<file path="config.mk">
export PLATFORM = sky130hd
export DESIGN_NAME = uart_tx_cfg_flat
export DESIGN_NICKNAME = d
export VERILOG_FILES = /design/src/rtl/uart_tx_cfg_if.sv /design/src/rtl/uart_tx_cfg.sv /design/src/flat_wrapper.sv
export SDC_FILE = /design/constraint.sdc
export NUM_CORES = 1
export LEC_CHECK = 0
export ABC_AREA = 1
export CORE_AREA = 4 4 62 92
export DETAILED_ROUTE_END_ITERATION = 10
export DIE_AREA = 0 0 66 96
export PLACE_DENSITY = 0.72
export SLEW_MARGIN = 30
export SYNTH_ARGS = -nofsm -noshare
export SYNTH_HDL_FRONTEND = slang
export SYNTH_SLANG_ARGS = --single-unit
export TNS_END_PERCENT = 5
</file>
<file path="constraint.sdc">
create_clock -name clk -period 1.56 [get_ports clk]
set_clock_uncertainty 0.15 [all_clocks]
set_input_delay 0.312 -clock clk [delete_from_list [all_inputs] [get_ports clk]]
set_output_delay 0.312 -clock clk [all_outputs]
set_load 0.05 [all_outputs]
</file>
<file path="src/rtl/uart_tx_cfg_if.sv">
// rtl/uart_tx_cfg_if.sv - payload/config request bundle between FIFO read side and the UART transmitter
interface uart_tx_cfg_if #(
    parameter int DATA_WIDTH     = 8,
    parameter int PRESCALE_WIDTH = 6
);
    logic [DATA_WIDTH-1:0]     p_data;
    logic                      data_valid;
    logic                      par_en;
    logic                      par_typ;
    logic                      stop2;
    logic [PRESCALE_WIDTH-1:0] prescale;
    logic                      busy;

    modport master (
        output p_data, data_valid, par_en, par_typ, stop2, prescale,
        input  busy
    );

    modport slave (
        input  p_data, data_valid, par_en, par_typ, stop2, prescale,
        output busy
    );
endinterface

</file>
<file path="src/rtl/uart_tx_cfg.sv">
// rtl/uart_tx_cfg.sv - runtime-configurable UART transmitter with prescaler, parity, 1/2 stop bits
module uart_tx_cfg #(
    parameter int DATA_WIDTH     = 8,
    parameter int PRESCALE_WIDTH = 6,
    parameter bit MSB_FIRST      = 1'b0
) (
    input  logic         clk,
    input  logic         rst,
    uart_tx_cfg_if.slave tx_if,
    output logic         tx_out,
    output logic         frame_done
);
    localparam int BCW = $clog2(DATA_WIDTH + 1);
    localparam logic [BCW-1:0] LAST_DATA = BCW'(DATA_WIDTH - 1);

    typedef enum logic [2:0] {S_IDLE, S_START, S_DATA, S_PARITY, S_STOP} state_e;

    state_e                    state_q, state_d;
    logic [PRESCALE_WIDTH-1:0] cnt_q, cnt_d;
    logic [PRESCALE_WIDTH-1:0] presc_q, presc_d;
    logic [BCW-1:0]            bit_q, bit_d;
    logic [DATA_WIDTH-1:0]     shift_q, shift_d;
    logic                      par_bit_q, par_bit_d;
    logic                      par_en_q, par_en_d;
    logic                      stop2_q, stop2_d;
    logic                      tx_q, tx_d;
    logic                      busy_q, busy_d;
    logic                      done_q, done_d;
    logic                      bit_end;
    logic                      shift_out;

    assign bit_end = (cnt_q == presc_q);

    always_ff @(posedge clk) begin
        if (rst) begin
            state_q   <= S_IDLE;
            cnt_q     <= '0;
            presc_q   <= '0;
            bit_q     <= '0;
            shift_q   <= '0;
            par_bit_q <= 1'b0;
            par_en_q  <= 1'b0;
            stop2_q   <= 1'b0;
            tx_q      <= 1'b1;
            busy_q    <= 1'b0;
            done_q    <= 1'b0;
        end else begin
            state_q   <= state_d;
            cnt_q     <= cnt_d;
            presc_q   <= presc_d;
            bit_q     <= bit_d;
            shift_q   <= shift_d;
            par_bit_q <= par_bit_d;
            par_en_q  <= par_en_d;
            stop2_q   <= stop2_d;
            tx_q      <= tx_d;
            busy_q    <= busy_d;
            done_q    <= done_d;
        end
    end

    always_comb begin
        state_d   = state_q;
        cnt_d     = cnt_q;
        presc_d   = presc_q;
        bit_d     = bit_q;
        shift_d   = shift_q;
        par_bit_d = par_bit_q;
        par_en_d  = par_en_q;
        stop2_d   = stop2_q;
        if (state_q != S_IDLE) begin
            cnt_d = bit_end ? '0 : cnt_q + 1'b1;
        end
        case (state_q)
            S_IDLE: begin
                if (tx_if.data_valid) begin
                    state_d   = S_START;
                    cnt_d     = '0;
                    bit_d     = '0;
                    presc_d   = tx_if.prescale;
                    shift_d   = tx_if.p_data;
                    par_bit_d = (^tx_if.p_data) ^ tx_if.par_typ;
                    par_en_d  = tx_if.par_en;
                    stop2_d   = tx_if.stop2;
                end
            end
            S_START: begin
                if (bit_end) state_d = S_DATA;
            end
            S_DATA: begin
                if (bit_end) begin
                    shift_d = MSB_FIRST ? (shift_q << 1) : (shift_q >> 1);
                    if (bit_q == LAST_DATA) begin
                        bit_d   = '0;
                        state_d = par_en_q ? S_PARITY : S_STOP;
                    end else begin
                        bit_d = bit_q + 1'b1;
                    end
                end
            end
            S_PARITY: begin
                if (bit_end) state_d = S_STOP;
            end
            S_STOP: begin
                // bit_q counts stop bits: the frame ends after stop bit index stop2_q
                if (bit_end) begin
                    if (bit_q == BCW'(stop2_q)) begin
                        state_d = S_IDLE;
                        bit_d   = '0;
                    end else begin
                        bit_d = bit_q + 1'b1;
                    end
                end
            end
            default: state_d = S_IDLE;
        endcase
    end

    // Outputs are registered, so they are decoded from the next-state values
    always_comb begin
        shift_out = MSB_FIRST ? shift_d[DATA_WIDTH-1] : shift_d[0];
        case (state_d)
            S_START:  tx_d = 1'b0;
            S_DATA:   tx_d = shift_out;
            S_PARITY: tx_d = par_bit_d;
            default:  tx_d = 1'b1;
        endcase
        busy_d = (state_d != S_IDLE);
        done_d = (state_d == S_STOP) && (cnt_d == presc_d) && (bit_d == BCW'(stop2_d));
    end

    assign tx_out     = tx_q;
    assign frame_done = done_q;
    assign tx_if.busy = busy_q;
endmodule

</file>
<file path="src/flat_wrapper.sv">
// flat-port wrapper written by rule: the top's interface ports become plain ports
module uart_tx_cfg_flat 
#(
    parameter int DATA_WIDTH     = 8,
    parameter int PRESCALE_WIDTH = 6,
    parameter bit MSB_FIRST      = 1'b0
)
  (clk, rst, tx_out, frame_done, tx_if_p_data, tx_if_data_valid, tx_if_par_en, tx_if_par_typ, tx_if_stop2, tx_if_prescale, tx_if_busy);
  uart_tx_cfg_if #(.DATA_WIDTH(DATA_WIDTH), .PRESCALE_WIDTH(PRESCALE_WIDTH)) tx_if_i ();
  input  logic clk;
  input  logic rst;
  output logic tx_out;
  output logic frame_done;
  input wire logic [$bits(tx_if_i.p_data)-1:0] tx_if_p_data;
  input wire logic [$bits(tx_if_i.data_valid)-1:0] tx_if_data_valid;
  input wire logic [$bits(tx_if_i.par_en)-1:0] tx_if_par_en;
  input wire logic [$bits(tx_if_i.par_typ)-1:0] tx_if_par_typ;
  input wire logic [$bits(tx_if_i.stop2)-1:0] tx_if_stop2;
  input wire logic [$bits(tx_if_i.prescale)-1:0] tx_if_prescale;
  output wire logic [$bits(tx_if_i.busy)-1:0] tx_if_busy;
  assign tx_if_i.p_data = tx_if_p_data;
  assign tx_if_i.data_valid = tx_if_data_valid;
  assign tx_if_i.par_en = tx_if_par_en;
  assign tx_if_i.par_typ = tx_if_par_typ;
  assign tx_if_i.stop2 = tx_if_stop2;
  assign tx_if_i.prescale = tx_if_prescale;
  assign tx_if_busy = tx_if_i.busy;
  uart_tx_cfg #(.DATA_WIDTH(DATA_WIDTH), .PRESCALE_WIDTH(PRESCALE_WIDTH), .MSB_FIRST(MSB_FIRST)) u_core (.clk(clk), .rst(rst), .tx_if(tx_if_i), .tx_out(tx_out), .frame_done(frame_done));
endmodule
</file>
==> flow_metrics.env <==
export IMPL_drtIter0Drc=106
export IMPL_cts_buffer_depth=2
export IMPL_grt_pass1_vias=2310
export IMPL_dieHeight_um=96
export IMPL_cp_cell_sequence="inv_2 > nand2_2 > nand2_2 > nor2_4 > nand2_2 > nor2_4 > nand2_1 > nand3_1 > nand3_2 > nand2_1 > nand2_1 > inv_1 > nand3_1 > nor2_1"
export IMPL_syn_to_final_growth_pct=54.7
export IMPL_min_path_type="flip-flop to flip-flop"
export IMPL_cts_tree="built"
export IMPL_antenna_left=0
export IMPL_synth_warnings=0
export IMPL_r2r_start="u_core.cnt_q[0]"
export IMPL_routed_wl_um=5990
export IMPL_syn_cell_area_um2=2120
export IMPL_ys_top_cells_by_area="dfxtp_1 (31%), nand2_1 (19%), inv_1 (7.6%), nand3_1 (6.6%), nor2_1 (5.8%)"
export IMPL_crit_type="flip-flop to flip-flop"
export IMPL_die_area_um2=6340
export IMPL_critPathMaxStageDelay_ps=350
export IMPL_arrival_ps=1960
export IMPL_setup_viol=23
export IMPL_synth_top_area_frac=0.311
export IMPL_rows=31
export IMPL_seqPwrFrac=0.303
export IMPL_clk_pin_slew_ps=70
export IMPL_intPower_mw=2.04
export IMPL_syn_avg_cell_area_um2=6.38
export IMPL_endpoint="u_core.frame_done"
export IMPL_p_leak_nw=1.65
export IMPL_cts_sinks=33
export IMPL_startpoint_type="flip-flop"
export IMPL_p_per_area_nw_per_um2=1010
export IMPL_rsz0062_at_grt="true"
export IMPL_antenna_found_initial=0
export IMPL_worstReg2RegEnd="u_core.frame_done"
export IMPL_cp_num_cells=14
export IMPL_fin_cells=501
export IMPL_multi_input_area_um2=1410
export IMPL_violations="setup timing"
export IMPL_drive_above_1_share=0.393
export IMPL_ir_worst_vdd_mv=0.737
export IMPL_switching_share=0.387
export IMPL_vias_per_cell=4.84
export IMPL_worstRegToRegCells=14
export IMPL_status="complete, but fails checks"
export IMPL_cp_startpoint="u_core.cnt_q[0]"
export IMPL_die_w_um=66
export IMPL_finalHoldViolCount=0
export IMPL_num_nets_final=456
export IMPL_grt_max_degree=20
export IMPL_grt_usage=0.199
export IMPL_switchingPower_mw=1.28
export IMPL_grt_ovfl_total=0
export IMPL_ios=23
export IMPL_critPathRequiredTime_ps=1640
export IMPL_reg2reg_slack_ps=-310
export IMPL_finalCritPeriodShare=1.20
export IMPL_slew_headroom=0.821
export IMPL_drcViolationCount=0
export IMPL_insertedDiodeCount=0
export IMPL_fmax_ghz=0.534
export IMPL_worstMarginPinSlew_ps=267
export IMPL_num_fill_cells=408
export IMPL_crit_path_end_kind="flip-flop"
export IMPL_routedWlPerCell_um=12.0
export IMPL_grt_pass1_wl_um=9640
export IMPL_min_period_ps=1870
export IMPL_core_um2=4850
export IMPL_syn_nets=355
export IMPL_register_area_um2=681
export IMPL_root_buffer="clkbuf_8"
export IMPL_initial_core_util=0.438
export IMPL_synth_cell_types=29
export IMPL_drv_slew=0
export IMPL_clockPowerShare=0.189
export IMPL_numCtsBuffers=5
export IMPL_gp_congestion=0.943
export IMPL_setup_ws_ps=-312
export IMPL_insertion_delay_ps=290
export IMPL_h_tree_depth=2
export IMPL_comb_power_share=0.508
export IMPL_crit_buf_inv=2
export IMPL_crit_fanout=5
export IMPL_placedCellCount=488
export IMPL_numPortBuffers=22
export IMPL_max_cap_violations=0
export IMPL_dp_hpwl_um=4490
export IMPL_ys_ff_latch=33
export IMPL_vias=2423
export IMPL_first_pass_iters=5
export IMPL_synth_area_leader_cell="dfxtp_1"
export IMPL_slowest_stage="dfxtp_2"
export IMPL_power_mw=3.32
export IMPL_yosysSeqAreaShare=0.311
export IMPL_path_delay_family="simple AND/OR/NAND/NOR gates"
export IMPL_synth_cells=333
cell usage in the layout (no fill, tap or decap), types with 2 or more instances in the layout:
cell	n
o21a_1	2
o21ai_1	5
a21oi_1	9
buf_6	2
nand2_4	3
nand3_2	8
dfxtp_2	16
nand3_1	20
nor2_1	30
dlygate4sd2_1	3
nand2_2	14
nand2_1	96
clkdlybuf4s50_1	16
nand3_4	5
buf_12	3
xor2_1	7
o21ai_2	5
dfxtp_1	17
inv_2	12
nor2_2	4
inv_4	2
o21ai_0	3
nor2_4	8
inv_1	36
nand4_1	7
clkinv_2	2
clkbuf_8	5
buf_4	76
xnor2_1	3
a22oi_1	6
logic make-up after synthesis:
family / count (synthesis) / share of synthesized area
xor+xnor: 12 / 0.0495
simple gates: 195 / 0.420
fa+ha+maj: 2 / 0.0118
buf+inv: 57 / 0.110
compound gates: 34 / 0.0984
flops: 33 / 0.311
cells in the mapped netlist (all sizes together):
cell	count
or2	1
nand3	32
ha	2
nand2	113
nand4	7
clkbuf	4
o21ai	13
a21oi	10
o21a	2
xor2	8
dfxtp	33
xnor2	4
inv	50
buf	3
a31oi	1
nor2	42
a21o	1
o211ai	1
a22oi	6
worst reg2reg max path: cells and delay by family, from the launching register on:
family / cells / cell delay (ps)
and+or+nand+nor: 12 / 1240
buffers and inverters: 2 / 100
DFF: 1 / 350
power by group through the flow:
stage	sequential (mW)	combinational [mW]	clock [mW]
final	1.01	1.69	0.627
after global routing	1.02	1.84	0.678
after CTS	1.00	1.55	0.636
after detailed placement	1.02	1.47	0
after global placement	1.01	1.44	0
after floorplan	1.05	0.816	0
stage by stage:
| step | hold slack (ps) | area, um^2 | worst slack (ps) | TNS [ps] | utilization |
|---|---|---|---|---|---|
| detailed placement | 309 | 3010 | -539 | -9830 | 0.621 |
| floorplan | 290 | 2170 | -42.4 | -190 | - |
| global route | 346 | 3290 | -469 | -4310 | 0.678 |
| finish | 315 | 3290 | -312 | -1850 | 0.678 |
| global placement | 299 | 3010 | -497 | -8660 | 0.621 |
| CTS | 320 | 3170 | -235 | -2900 | 0.653 |
worst min-delay path by stage:
stage / cells after the start / start / end
after floorplan: 2 / u_core.shift_q[7] / u_core.shift_q[7]
after global placement: 2 / u_core.shift_q[6] / u_core.shift_q[6]
after detailed placement: 2 / u_core.shift_q[5] / u_core.shift_q[5]
after CTS: 2 / u_core.shift_q[6] / u_core.shift_q[6]
after global routing: 2 / u_core.shift_q[4] / u_core.shift_q[4]
final: 2 / u_core.shift_q[5] / u_core.shift_q[5]
flip-flops by register name, indices dropped and copies added, names as in the netlist:
signal / cells
u_core.bit_q: 4
u_core.cnt_q: 6
u_core.frame_done: 1
u_core.par_bit_q: 1
u_core.par_en_q: 1
u_core.presc_q: 6
u_core.shift_q: 8
u_core.state_q: 3
u_core.stop2_q: 1
u_core.tx_if.busy: 1
u_core.tx_out: 1
layout make-up:
type	instances	area share
Inverter	50	0.0586
Timing Repair Buffer	100	0.255
Tap cell	66	0.0251
Clock buffer	6	0.0221
Clock inverter	2	0.00305
Multi-Input combinational cell	244	0.429
Sequential cell	33	0.207
timing repair:
action	in CTS	in global routing
gates resized for setup	21	34
endpoints found under the setup margin	25	25
buffers inserted	1	3
cloned	1	0
hold buffers	0	0
pin swaps	6	16
layer usage:
metal,global-route usage,share of wire
met3,0.0444,0.040
met4,0.0949,0.045
met1,0.207,0.37
met2,0.370,0.54
met5,0,0
No activity file was read; power rests on OpenSTA's default activity.
